[src/rtl/axi_rd_arbiter.sv]
// Two-port AXI4 read arbiter: s0 (icache) / s1 (dcache) share one AR+R channel.
// Ports: s*_ar*/s*_r* requesters, m_* shared AXI, grant/busy/protocol_err status.
module axi_rd_arbiter (
  input  logic        clk,
  input  logic        rst,
  input  logic [31:0] s0_araddr,
  input  logic [7:0]  s0_arlen,
  input  logic        s0_arvalid,
  output logic        s0_arready,
  output logic [31:0] s0_rdata,
  output logic        s0_rvalid,
  output logic        s0_rlast,
  input  logic        s0_rready,
  input  logic [31:0] s1_araddr,
  input  logic [7:0]  s1_arlen,
  input  logic        s1_arvalid,
  output logic        s1_arready,
  output logic [31:0] s1_rdata,
  output logic        s1_rvalid,
  output logic        s1_rlast,
  input  logic        s1_rready,
  output logic [31:0] m_araddr,
  output logic [7:0]  m_arlen,
  output logic        m_arvalid,
  input  logic        m_arready,
  input  logic [31:0] m_rdata,
  input  logic        m_rvalid,
  input  logic        m_rlast,
  output logic        m_rready,
  output logic        grant,
  output logic        busy,
  output logic        protocol_err
);

  typedef enum logic [1:0] {IDLE, ADDR, DATA} state_e;

  state_e      state_q, state_d, st;
  logic        grant_q, grant_d;
  logic        last_grant_q, last_grant_d;
  logic        perr_q, perr_d;
  logic [7:0]  beat_q, beat_d;
  logic [7:0]  len_q, len_d;
  logic [31:0] addr_q, addr_d;
  logic        beat_hs;

  assign beat_hs = (state_q == DATA) && m_rvalid && m_rready;

  always_comb begin
    state_d      = state_q;
    grant_d      = grant_q;
    last_grant_d = last_grant_q;
    perr_d       = perr_q;
    beat_d       = beat_q;
    len_d        = len_q;
    addr_d       = addr_q;
    unique case (state_q)
      IDLE: begin
        if (s0_arvalid || s1_arvalid) begin
          grant_d = (s0_arvalid && s1_arvalid) ? ~last_grant_q
                                               : s1_arvalid;
          addr_d  = grant_d ? s1_araddr : s0_araddr;
          len_d   = grant_d ? s1_arlen : s0_arlen;
          state_d = ADDR;
        end
      end
      ADDR: begin
        if (m_arready) begin
          state_d = DATA;
          beat_d  = '0;
        end
      end
      DATA: begin
        if (beat_hs) begin
          beat_d = beat_q + 8'd1;
          // rlast must coincide exactly with the beat numbered arlen
          if (m_rlast != (beat_q == len_q)) perr_d = 1'b1;
          if (m_rlast) begin
            state_d      = IDLE;
            last_grant_d = grant_q;
          end
        end
      end
      default: state_d = IDLE;
    endcase
  end

  always_ff @(posedge clk) begin
    if (rst) begin
      state_q      <= IDLE;
      grant_q      <= 1'b0;
      last_grant_q <= 1'b1;
      perr_q       <= 1'b0;
      beat_q       <= '0;
      len_q        <= '0;
      addr_q       <= '0;
    end else begin
      state_q      <= state_d;
      grant_q      <= grant_d;
      last_grant_q <= last_grant_d;
      perr_q       <= perr_d;
      beat_q       <= beat_d;
      len_q        <= len_d;
      addr_q       <= addr_d;
    end
  end

  // Reset silences the channels in the same cycle so no beat leaks mid-abort
  assign st = rst ? IDLE : state_q;

  always_comb begin
    s0_arready   = 1'b0;
    s1_arready   = 1'b0;
    s0_rdata     = '0;
    s0_rvalid    = 1'b0;
    s0_rlast     = 1'b0;
    s1_rdata     = '0;
    s1_rvalid    = 1'b0;
    s1_rlast     = 1'b0;
    m_arvalid    = 1'b0;
    m_rready     = 1'b0;
    m_araddr     = addr_q;
    m_arlen      = len_q;
    grant        = grant_q;
    busy         = (st != IDLE);
    protocol_err = perr_q;
    unique case (st)
      ADDR: begin
        m_arvalid  = 1'b1;
        s0_arready = ~grant_q & m_arready;
        s1_arready = grant_q & m_arready;
      end
      DATA: begin
        m_rready = grant_q ? s1_rready : s0_rready;
        if (grant_q) begin
          s1_rdata  = m_rdata;
          s1_rvalid = m_rvalid;
          s1_rlast  = m_rlast;
        end else begin
          s0_rdata  = m_rdata;
          s0_rvalid = m_rvalid;
          s0_rlast  = m_rlast;
        end
      end
      default: ;
    endcase
  end

endmodule

[config.mk]
export PLATFORM = sky130hd
export DESIGN_NAME = axi_rd_arbiter
export DESIGN_NICKNAME = d
export VERILOG_FILES = /design/src/rtl/axi_rd_arbiter.sv
export SDC_FILE = /design/constraint.sdc
export NUM_CORES = 1
export LEC_CHECK = 0
export ABC_CLOCK_PERIOD_IN_PS = 1600
export CAP_MARGIN = 20
export CELL_PAD_IN_SITES_DETAIL_PLACEMENT = 1
export CELL_PAD_IN_SITES_GLOBAL_PLACEMENT = 1
export CORE_UTILIZATION = 20
export DETAILED_ROUTE_END_ITERATION = 10
export PLACE_DENSITY = 0.77
export SYNTH_ARGS = -nofsm -noshare
export SYNTH_HDL_FRONTEND = slang
export SYNTH_SLANG_ARGS = --single-unit
[constraint.sdc]
create_clock -name clk -period 1.6 [get_ports clk]
set_input_delay 0.32 -clock clk [delete_from_list [all_inputs] [get_ports clk]]
set_output_delay 0.32 -clock clk [all_outputs]
set_load 0.02 [all_outputs]
==> results.toml, run 1 <==
[outcome]
status = "complete, but fails checks"
violations = "negative setup slack"

[die]
ios = 236
chipWidth_um = 124
dieHeight_um = 124
rows = 44
core_area_um2 = 14500
die-area_um2 = 15300
start_util_pct = 20.5

[timing]
hold_violations = 0
timing.final.crit_share_pct = 121
rsz0062_at_grt = "true"
skew_ns = 0.00910
worst_slew_pin_slew_ns = 0.632
setup_viol_count_final = 121
relSlewSlack_pct = 57.9
fin_hold_ws_ns = 0.497
report.final.slew_viol_count = 0
clock.fmax_ghz = 0.517
layout_setup_ws_ns = -0.334
period_needed_ns = 1.93

[yosys]
syn_area_per_cell_um2 = 8.50
yosys.area.top_type = "dfxtp_1"
synth_area_leaders = "dfxtp_1 36%, mux2i_1 14%, a211oi_1 10%, and3_1 7.8%, and2_1 7.4%"
synthArstFlopShare_pct = 0
ys_seq_elements = 53
syn_inst = 349
synth_warnings = 0
synth_area_um2 = 2970
synth_fp_nets = 471
synth.distinct_cells = 39
synth.most_common_cell = "dfxtp_1"
ys.flop_type = "dfxtp_1"
synth-edff-count = 0
synth_commonest_cells = "53 x dfxtp_1, 47 x nor2_1, 41 x mux2i_1, 40 x a211oi_1, 37 x and3_1"
seq_area_frac_synth_pct = 35.8
yosys.area.top_type_share_pct = 35.8

[global_routing]
grt_pass1_wl_um = 20200
track_usage_pct = 17.4
grt_max_degree = 41
grt_pass1_vias = 3786
overflow = 0
antenna_found_initial = 2

[route]
drt_iter0_drc = 70
ant_nets = 0
wirelength_um = 16200
dr.pass1.iters = 4
via_per_inst = 4.70
vias = 3813
drc = 0
wl_per_cell_um = 20.0

[clock_network]
clock_path_buffers = 2
clock-sinks = 53
clockRootBuffer = "clkbuf_16"
path_clk_slew_ns = 0.08
numCtsBuffers = 5
tritoncts = "done"
clock_latency_ns = 0.30
htreeDepth = 2
hold_buffers = 0

[critical_path]
crit_path_start_kind = "register"
required_ns = 1.28
critPathKind = "register to output port"
crit_arrival_ns = 1.61
end_kind = "output port"
cp_max_fo = 9

[cells_and_area]
stdcell_count = 812
syn2layout_area_growth_pct = 147
layout-drive-gt1-share_pct = 49.5
final_nets = 747

[hold_path]
hp-class = "register to register"

[placed_design]
globalplace.congestion = 0.729
port_buffers = 235
dp_cells = 765
hpwl_um = 10800

[flow_run]
cap_viol_max_count = 0

[power]
p_per_area_nw_per_um2 = 725
leakagePower_nw = 3.35
ir_drop_uv = 489
==> timing repair <==
item | in CTS | in global routing
setup endpoints to repair | 94 | 134
pin swaps | 8 | 49
buffers inserted | 4 | 19
resized for setup | 417 | 221
gates cloned | 3 | 12
==> where the power goes <==
part | internal (mW) | leakage [nW] | switching (mW)
combinational | 1.22 | 2.82 | 1.06
clock | 0.903 | 0.0944 | 0.525
sequential | 1.48 | 0.440 | 0.142
==> worst max-delay path, stage by stage, from the launching register on <==
cell and delay, ns:
dfxtp_2 0.34, nor3b_4 0.22, and2b_2 0.24, buf_12 0.13, buf_16 0.12, and2_4 0.15, buf_6 0.11
==> cells by family (layout without fill, tap and decap cells) <==
family	after synthesis	after routing	synth area share (%)
compound gates	62	62	14.6
xor+xnor	8	8	2.36
fa+ha+maj	1	1	0.422
buf+inv	34	311	5.19
flops	53	53	35.8
mux	42	42	14.2
other cells	0	2	0
simple gates	149	149	27.4
==> routing by layer <==
metal / vias to the layer above / share of wire (%) / global-route usage (%)
met5: - / 0 / 0
met4: 0 / 2.5 / 6.85
met3: 23 / 7.6 / 4.49
met2: 184 / 54 / 34.2
met1: 1816 / 35 / 17.2
li1: 1790 / - / -
==> state kept, by name, indices dropped and copies added (netlist names) <==
name,flops
m_araddr,32
beat_q,8
m_arlen,8
state_q,2
grant,1
last_grant_q,1
protocol_err,1
==> cell type report <==
cell class	instances	area, um2
timing repair buffer	301	3360
tap	184	230
clock inverter	3	68.8
fill	1526	7140
sequential	53	1070
clock buffer	5	125
antenna	2	5.00
multi-input combinational	262	2470
inverter	2	7.51
==> path summary, 6_finish.rpt <==
kind,from,end,slack (ns),depth (start not counted)
hold / removal,m_araddr[28],m_araddr[28],0.50,2
hold reg to reg,m_araddr[28],m_araddr[28],0.50,2
setup / recovery,state_q[1],s0_rdata[22],-0.33,6
setup reg to reg,state_q[1],m_araddr[8],-0.29,12
==> metrics by stage <==
step                      cell area [um2]  setup TNS [ns]  setup slack, ns  total power, mW  util, %
after floorplan                      3090           -1.56          -0.0775             2.31        -
after global placement               5750          -38.76           -0.530             3.15     39.7
after detailed placement             5750          -42.43           -0.572             3.19     39.7
after CTS                            6210          -17.08           -0.327             4.66     42.9
after global routing                 7340          -34.58           -0.394             5.55     50.7
final                                7340          -27.64           -0.334             5.32     50.7
==> layout by cell type (no fill, tap or decap), drive strengths merged <==
cell type and instances:
a211o 1, a211oi 40, a21boi 1, a21oi 8
a22oi 1, a31oi 2, and2 35, and2b 1
and3 37, and3b 1, buf 133, bufinv 2
clkbuf 12, clkdlybuf4s50 118, dfxtp 53, diode 2
dlygate4sd2 14, dlymetal6s2s 29, ha 1, inv 3
mux2 1, mux2i 41, nand2 7, nand2b 1
nand3 2, nand3b 2, nand4 2, nor2 47
nor2b 1, nor3 1, nor3b 2, nor4 2
o211ai 1, o21a 1, o21ai 6, o22ai 1
or2 2, or3 6, xor2 8
(Power assumes the default switching activity.)
==> run 2: changes to the inputs <==
--- a/config.mk
+++ b/config.mk
@@ -9,7 +9,9 @@
 export CAP_MARGIN = 20
 export CELL_PAD_IN_SITES_DETAIL_PLACEMENT = 1
 export CELL_PAD_IN_SITES_GLOBAL_PLACEMENT = 1
+export CORE_MARGIN = 3
 export CORE_UTILIZATION = 20
+export CTS_CLUSTER_SIZE = 40
 export DETAILED_ROUTE_END_ITERATION = 10
 export PLACE_DENSITY = 0.77
 export SYNTH_ARGS = -nofsm -noshare
==> results.toml, run 2 (synthesized netlist as in run 1, its figures left out) <==
[outcome]
status = "complete, but fails checks"
violations = "negative setup slack"

[clock_network]
clockRootBuffer = "clkbuf_16"
clock-sinks = 53
tritoncts = "done"
numCtsBuffers = 5
path_clk_slew_ns = 0.07
clock_latency_ns = 0.29
hold_buffers = 0
clock_path_buffers = 2
htreeDepth = 2

[route]
wl_per_cell_um = 18.0
drt_iter0_drc = 80
drc = 0
via_per_inst = 4.62
wirelength_um = 14400
ant_nets = 0
dr.pass1.iters = 4
vias = 3708

[cells_and_area]
regArea_um2 = 1070
layout-drive-gt1-share_pct = 38.1
layout_commonest_cell = "clkdlybuf4s50_1"
syn2layout_area_growth_pct = 127
layout_common_cells = "123 x clkdlybuf4s50_1, 81 x buf_6, 50 x dfxtp_1, 45 x nor2_1, 41 x mux2i_1"
largest_register_ffs = 32
multi_input_area_um2 = 2010
final_area_um2 = 6720
n_fill_cell = 1576
final_nets = 744
antenna_cells = 0

[critical_path]
critPathKind = "register to output port"
critPathSlowestCell = "dfxtp_2"
required_ns = 1.28
cp_cell_sequence = "nor3b_4, and2b_2, buf_6, buf_16, and2_4, buf_6"
cp_max_fo = 9
crit_path_start_kind = "register"
max_stage_delay_ns = 0.34
path_common_cell = "buf_6"
end_kind = "output port"
crit_arrival_ns = 1.55

[timing]
timing.final.crit_share_pct = 117
skew_ns = 0.00386
hold_violations = 0
rsz0062_at_grt = "true"
layout_setup_ws_ns = -0.268
relSlewSlack_pct = 67.5
clock.fmax_ghz = 0.535
worst_slew_pin_slew_ns = 0.483
setup_viol_count_final = 79
period_needed_ns = 1.87
report.final.slew_viol_count = 0

[hold_path]
hp-class = "register to register"

[power]
leakagePower_nw = 3.21
finalPower_mw = 4.60
ir_drop_uv = 460
p_per_area_nw_per_um2 = 684

[die]
ios = 236
dieHeight_um = 128
start_util_pct = 20.9
chipWidth_um = 128
die-area_um2 = 16300
core_area_um2 = 14200
rows = 43

[placed_design]
port_buffers = 235
globalplace.congestion = 0.822
placed_area_um2 = 5790
hpwl_um = 10400

[flow_run]
cap_viol_max_count = 0

[global_routing]
grt_max_degree = 36
antenna_found_initial = 1
track_usage_pct = 16.6
grt_pass1_vias = 4023
grt_pass1_wl_um = 21800
overflow = 0
==> run 2: path summary, 6_finish.rpt <==
kind,endpoint,depth (start not counted),from,slack (ns)
setup reg to reg,beat_q[6],7,state_q[0],-0.13
hold / removal,m_araddr[15],2,m_araddr[15],0.50
setup / recovery,s0_rdata[24],6,state_q[0],-0.27
hold reg to reg,m_araddr[15],2,m_araddr[15],0.50
==> run 2: what timing repair did <==
action,in CTS,in global routing
gates resized for setup,510,51
buffers inserted,17,9
pin swaps,17,11
endpoints found under the hold margin,0,0
cloned,8,3
endpoints found under the setup margin,126,138
==> run 2: per-layer routing <==
metal,share of wire (%),GRT usage (%)
met5,0.090,0
met4,1.3,4.00
met3,8.9,5.04
met2,54,32.7
met1,35,16.9
==> run 2: per-stage QoR <==
stage / hold slack [ns] / util, % / TNS [ns] / setup WS [ns] / cells
after CTS: 0.503 / 45.7 / -18.09 / -0.276 / 795
after global placement: 0.471 / 40.8 / -41.15 / -0.579 / 765
final: 0.498 / 47.3 / -16.39 / -0.268 / 802
after detailed placement: 0.493 / 40.8 / -45.63 / -0.622 / 765
after floorplan: 0.430 / - / -1.56 / -0.0775 / 349
after global routing: 0.519 / 47.3 / -23.60 / -0.347 / 802
==> run 2: final cells by class <==
class | instances | area share (%)
repair buffers | 298 | 48.6
multi-input cells | 262 | 29.9
flip-flops and latches | 53 | 15.9
well taps | 180 | 3.35
clock buffers | 7 | 2.12
inverters | 2 | 0.112
==> run 2: worst max-delay path: cells and delay by family, from the launching register on <==
kind / cells / cell delay, ns
DFF: 1 / 0.34
buffers and inverters: 3 / 0.37
and+or+nand+nor: 3 / 0.54
==> run 2: power by group <==
part,switching (mW),internal [mW],leakage (nW)
sequential,0.0958,1.48,0.439
combinational,0.879,1.08,2.70
clock,0.456,0.616,0.0700
==> run 3: changes to the inputs <==
--- a/config.mk
+++ b/config.mk
@@ -11,6 +11,7 @@
 export CELL_PAD_IN_SITES_GLOBAL_PLACEMENT = 1
 export CORE_MARGIN = 3
 export CORE_UTILIZATION = 20
+export CTS_CLUSTER_DIAMETER = 60
 export CTS_CLUSTER_SIZE = 40
 export DETAILED_ROUTE_END_ITERATION = 10
 export PLACE_DENSITY = 0.77
==> results of run 3 <==
Same layout as run 2: the final DEF is identical, and so are final timing and power.
